[src/rtl/master_serial_port.sv]
// Serial bus master: shifts a command frame out on control, then moves
// DATA_WIDTH-bit words over wD/rD, with optional bursts and a read timeout.
module master_serial_port #(
  parameter int ADDR_DEPTH = 2000,
  parameter int SLAVES     = 3,
  parameter int DATA_WIDTH = 32,
  parameter int LEN_WIDTH  = 8,
  parameter int TIMEOUT    = 256,
  localparam int ADDR_WIDTH = $clog2(ADDR_DEPTH),
  localparam int S_ID_WIDTH = $clog2(SLAVES + 1)
) (
  input  logic                  clk,
  input  logic                  rst,
  input  logic                  cmd_valid,
  output logic                  cmd_ready,
  input  logic                  cmd_rw,
  input  logic                  cmd_burst,
  input  logic [S_ID_WIDTH-1:0] cmd_slave_id,
  input  logic [ADDR_WIDTH-1:0] cmd_addr,
  input  logic [LEN_WIDTH-1:0]  cmd_len,
  input  logic [DATA_WIDTH-1:0] wr_data,
  input  logic                  wr_valid,
  output logic                  wr_ready,
  output logic [DATA_WIDTH-1:0] rd_data,
  output logic                  rd_valid,
  output logic                  done,
  output logic                  err,
  output logic                  control,
  output logic                  wD,
  output logic                  valid,
  output logic                  last,
  input  logic                  rD,
  input  logic                  ready
);
  localparam int FRAME_LEN = 5 + S_ID_WIDTH + ADDR_WIDTH;
  localparam int CNT_MAX   = (FRAME_LEN > DATA_WIDTH) ? FRAME_LEN : DATA_WIDTH;
  localparam int BIT_W     = $clog2(CNT_MAX);
  localparam int TMO_W     = $clog2(TIMEOUT + 1);

  typedef enum logic [2:0] {IDLE, CTRL, W_LOAD, W_SHIFT, R_WAIT, R_SHIFT, R_ACK, FIN} state_t;

  state_t                state, next;
  logic [FRAME_LEN-1:0]  frame_sr;
  logic [BIT_W-1:0]      bit_cnt;
  logic [LEN_WIDTH-1:0]  words;
  logic [DATA_WIDTH-1:0] sr, rd_data_q;
  logic [TMO_W-1:0]      tmo;
  logic                  rw_q, burst_q, err_q;
  logic                  frame_end, word_end, tmo_hit, more, final_word;

  assign frame_end  = (bit_cnt == BIT_W'(FRAME_LEN - 1));
  assign word_end   = (bit_cnt == BIT_W'(DATA_WIDTH - 1));
  assign tmo_hit    = (tmo == TMO_W'(TIMEOUT - 1));
  assign more       = (words != '0);
  assign final_word = burst_q && !more;
  assign rd_data    = rd_data_q;
  assign err        = err_q;

  always_ff @(posedge clk or posedge rst) begin
    if (rst) state <= IDLE;
    else     state <= next;
  end

  always_comb begin
    next      = state;
    cmd_ready = 1'b0;
    control   = 1'b0;
    wD        = 1'b0;
    valid     = 1'b0;
    last      = 1'b0;
    wr_ready  = 1'b0;
    rd_valid  = 1'b0;
    done      = 1'b0;
    case (state)
      IDLE: begin
        // held low while rst is high so the first ready cycle follows release
        cmd_ready = !rst;
        if (cmd_valid) next = CTRL;
      end
      CTRL: begin
        control = frame_sr[FRAME_LEN-1];
        if (frame_end) next = rw_q ? W_LOAD : R_WAIT;
      end
      W_LOAD: begin
        wr_ready = 1'b1;
        if (wr_valid) next = W_SHIFT;
      end
      W_SHIFT: begin
        valid = 1'b1;
        wD    = sr[DATA_WIDTH-1];
        last  = final_word;
        if (word_end) next = more ? W_LOAD : FIN;
      end
      R_WAIT: begin
        if (ready)        next = R_SHIFT;
        else if (tmo_hit) next = FIN;
      end
      R_SHIFT: begin
        last = final_word;
        if (word_end) next = R_ACK;
      end
      R_ACK: begin
        valid    = 1'b1;
        rd_valid = 1'b1;
        next     = more ? R_WAIT : FIN;
      end
      FIN: begin
        done = 1'b1;
        next = IDLE;
      end
      default: next = IDLE;
    endcase
  end

  always_ff @(posedge clk or posedge rst) begin
    if (rst) begin
      frame_sr  <= '0;
      bit_cnt   <= '0;
      words     <= '0;
      sr        <= '0;
      rd_data_q <= '0;
      tmo       <= '0;
      rw_q      <= 1'b0;
      burst_q   <= 1'b0;
      err_q     <= 1'b0;
    end else begin
      case (state)
        IDLE: if (cmd_valid) begin
          frame_sr <= {3'b111, cmd_slave_id, cmd_rw, cmd_burst, cmd_addr};
          rw_q     <= cmd_rw;
          burst_q  <= cmd_burst;
          words    <= cmd_burst ? cmd_len : '0;
          bit_cnt  <= '0;
          tmo      <= '0;
          err_q    <= 1'b0;
        end
        CTRL: begin
          frame_sr <= frame_sr << 1;
          bit_cnt  <= frame_end ? '0 : bit_cnt + 1'b1;
        end
        W_LOAD: if (wr_valid) begin
          sr      <= wr_data;
          bit_cnt <= '0;
        end
        W_SHIFT: begin
          sr <= sr << 1;
          if (word_end) begin
            bit_cnt <= '0;
            if (more) words <= words - 1'b1;
          end else begin
            bit_cnt <= bit_cnt + 1'b1;
          end
        end
        R_WAIT: begin
          if (ready)        bit_cnt <= '0;
          else if (tmo_hit) err_q   <= 1'b1;
          else              tmo     <= tmo + 1'b1;
        end
        R_SHIFT: begin
          sr <= {sr[DATA_WIDTH-2:0], rD};
          if (word_end) begin
            rd_data_q <= {sr[DATA_WIDTH-2:0], rD};
            bit_cnt   <= '0;
          end else begin
            bit_cnt <= bit_cnt + 1'b1;
          end
        end
        R_ACK: if (more) begin
          words <= words - 1'b1;
          tmo   <= '0;
        end
        default: ;
      endcase
    end
  end
endmodule

[config.mk]
export PLATFORM = sky130hd
export DESIGN_NAME = master_serial_port
export DESIGN_NICKNAME = d
export VERILOG_FILES = /design/src/rtl/master_serial_port.sv
export SDC_FILE = /design/constraint.sdc
export NUM_CORES = 1
export LEC_CHECK = 0
export CORE_UTILIZATION = 56
export CTS_CLUSTER_SIZE = 20
export DETAILED_ROUTE_END_ITERATION = 10
export GPL_ROUTABILITY_DRIVEN = 0
export PLACE_DENSITY = 0.85
export SKIP_LAST_GASP = 1
export SYNTH_ARGS = -nofsm -noshare
export SYNTH_HDL_FRONTEND = slang
export SYNTH_SLANG_ARGS = --single-unit
[constraint.sdc]
create_clock -name clk -period 8.25 [get_ports clk]
set_clock_uncertainty 0.05 [all_clocks]
set_input_delay 0.825 -clock clk [delete_from_list [all_inputs] [get_ports clk]]
set_output_delay 0.825 -clock clk [all_outputs]
set_load 0.1 [all_outputs]
==> flow_summary.yaml <==
grt:
  grt_max_degree: 89
  first_global_vias: 4136
  grt-ovfl-total: 0
  grt.total_usage_pct: 24.61
  grt_antenna_before_repair: 0
  grt_pass1_wl_mm: 19.44
sta:
  period_share_pct: 59.87
  final.setup.tns_ns: 0
  setup-violations-final: 0
  rsz0062_at_grt: "no"
  slew_headroom_pct: 21.20
  worst_pin_slew_ns: 1.173
  finalCriticalPeriod_ns: 4.940
  whs_ns: 0.4601
  finalHoldViolations: 0
  fmax_mhz: 202.4
  drv_slew: 0
route:
  wl_per_cell_um: 16.56
  first_iter_violations: 446
  remaining_drc_errors: 0
  wirelength_mm: 11.81
  first_pass_iters: 5
  drtAntennaViolNets: 0
  via_per_inst: 5.860
  vias: 4178
critical_path:
  path_class: "reg -> out"
  cp_slowest_stage_delay_ns: 1.20
  critPathCaptureType: "output port"
  cp-startpoint: "state[1]"
  crit_chain: "xor2_1 -> nand2_2 -> nor4_1 -> clkdlybuf4s50_1"
  arrival_ns: 4.06
  startpoint_type: "flip-flop"
  slowest_stage: "clkdlybuf4s50_1"
  r2r-start: "words[0]"
  crit_fanout: 33
  crit_family: "simple AND/OR/NAND/NOR gates"
  critPathBufInv: 1
  worst-endpoint-required_ns: 7.38
synthesis:
  seq_area_frac_synth_pct: 51.83
  syn_inst: 514
  async_flop_share_pct: 100.0
  synth_edf_count: 0
  synth_cell_type_count: 57
  synth_warnings: 0
  synth_nets: 582
  synth_area_per_cell_um2: 10.33
  ys_ff_latch: 110
  syn_area_um2: 5311
  synth_flop_cell: "dfrtp_1"
finish:
  n_antenna_cell: 0
  drive_above_1_share_pct: 10.63
  final_cell_mix: "110 x dfrtp_1, 101 x clkdlybuf4s50_1, 61 x nand2_1"
  layout.nets: 665
  fillers: 698
  stdcell_count: 713
  layout_commonest_cell: "dfrtp_1"
  area_growth_pct: 22.97
placement:
  dp.cells: 697
  io_buffers: 101
  dp_hpwl_mm: 8.254
die:
  die_area_um2: 9878
  start_util_pct: 57.76
  die_w_um: 99.39
  coreArea_um2: 9196
  row_count: 35
  die_y_um: 99.39
  io-pin-count: 102
clocking:
  clkSinkCount: 110
  hold_buffers: 0
  clk_path_buf_depth: 2
  post_cts.repair.setup_buffers: 0
  cts_resized: 0
  cts_max_level: 3
  clk_pin_slew_ns: 0.10
  insertion_delay_ns: 0.36
  cts-root-buf: "clkbuf_8"
  cts_tree: "yes"
  numCtsBuffers: 9
power_and_ir_drop:
  power_uw: 1438
  powerDensity_nw_per_um2: 220.1
  pwr-share-clk_pct: 21.0
  power_leakage_uw: 0.002927
  p_sw_share_pct: 36.09
  p_int_uw: 918.7
  pwr-share-seq_pct: 50.2
  switchingPower_uw: 518.8
  ir_drop_v: 0.0001348
  combPwrFrac_pct: 28.7
hold_path:
  worstHoldStart: "frame_sr[8]"
  hp-class: "reg -> reg"
run_status:
  status: "complete, no violations"
flow_run:
  max_cap_violations: 0
## metrics by stage
step | utilization [%] | area [µm²] | worst slack (ns)
after floorplan | - | 5311 | 3.336
after global placement | 69.07 | 6352 | 3.735
after detailed placement | 69.07 | 6352 | 3.670
after CTS | 71.02 | 6531 | 3.268
after global routing | 71.02 | 6531 | 3.039
final | 71.02 | 6531 | 3.310
## layer usage
layer | up-vias | global-route usage [%] | share of wire (%)
li1 | 2005 | - | -
met2 | 128 | 41.13 | 49
met5 | - | 0 | 0
met3 | 29 | 4.287 | 4.5
met1 | 2016 | 33.43 | 44
met4 | 0 | 6.674 | 2.2
## cell families (layout without fill, tap and decap cells)
logic type | after synthesis | in the layout | synth area share (%)
buffers and inverters | 48 | 136 | 4.028
AOI/OAI and AO/OA | 112 | 112 | 13.31
xor gates and xnor gates | 2 | 2 | 0.3299
adders and majority gates | 7 | 7 | 1.649
DFF | 110 | 110 | 51.83
and+or+nand+nor | 165 | 165 | 14.89
muxes | 70 | 70 | 13.97
## area by class of cell
| type | instances | area, µm² | area share (%) |
|---|---|---|---|
| Clock buffer | 9 | 123.9 | 1.897 |
| Clock inverter | 7 | 55.05 | 0.8429 |
| Inverter | 16 | 62.56 | 0.9579 |
| Multi-Input combinational cell | 356 | 2365 | 36.21 |
| Sequential cell | 110 | 2753 | 42.15 |
| Tap cell | 111 | 138.9 | 2.126 |
| Timing Repair Buffer | 104 | 1033 | 15.82 |
## cell usage after synthesis, types with 2 or more instances
| cell | instances | share of area [%] |
|---|---|---|
| o31ai_1 | 3 | 0.42 |
| nand3_1 | 12 | 1.1 |
| and2_1 | 2 | 0.24 |
| o32a_1 | 2 | 0.38 |
| nor2_1 | 43 | 3.0 |
| o22ai_1 | 16 | 1.9 |
| buf_2 | 12 | 1.1 |
| dfrtp_1 | 110 | 52 |
| a221oi_1 | 4 | 0.66 |
| xor2_1 | 2 | 0.33 |
| or4_1 | 2 | 0.28 |
| inv_1 | 15 | 1.1 |
| clkbuf_1 | 17 | 1.2 |
| nand2b_1 | 4 | 0.47 |
| nand3b_1 | 5 | 0.71 |
| mux2_2 | 33 | 7.0 |
| or3_1 | 3 | 0.35 |
| and3_1 | 6 | 0.71 |
| o21a_1 | 3 | 0.42 |
| ha_1 | 7 | 1.6 |
| nand2_1 | 62 | 4.4 |
| a21oi_1 | 14 | 1.3 |
| nor4_1 | 5 | 0.59 |
| buf_6 | 2 | 0.42 |
| nand4_1 | 3 | 0.35 |
| o2bb2ai_1 | 2 | 0.33 |
| a22o_1 | 2 | 0.33 |
| mux2i_1 | 37 | 7.0 |
| o21ai_0 | 44 | 4.1 |
| nor3_1 | 7 | 0.66 |
| or3b_2 | 3 | 0.49 |
| a31oi_1 | 4 | 0.47 |
| o221ai_1 | 4 | 0.66 |
## power by group through the flow
| stage | combinational (µW) | clock, µW | sequential, µW |
|---|---|---|---|
| global placement | 399 | 0 | 725 |
| global route | 455 | 328 | 737 |
| detailed placement | 415 | 0 | 732 |
| finish | 413 | 303 | 722 |
| CTS | 415 | 306 | 721 |
| floorplan | 328 | 0 | 697 |
## worst reg2reg max path: cells and delay by family (launching register included)
kind	cells	cell delay (ns)
flip-flops	1	0.44
buffers and inverters	1	0.10
AND/OR/NAND/NOR	3	1.72
AO/OA/AOI/OAI	1	0.25
adder cells (fa/ha/maj)	1	0.13
## sequential cells by signal, summed over array words and instances, names as in the netlist, 3 cells and up
name      flops
tmo           9
words         8
frame_sr     18
state         3
bit_cnt       5
rd_data      32
sr           32
## worst paths after layout
kind	end	slack, ns	cells past startpoint
worst min-delay path	frame_sr[8]	0.46	2
worst min register to register	frame_sr[8]	0.46	2
worst max register to register	tmo[4]	5.47	6
min in group asynchronous	state[2]	0.78	2
worst max-delay path	last	3.31	4
max in group asynchronous	sr[7]	6.01	3
Note: power is estimated with default switching activity, not from simulation.
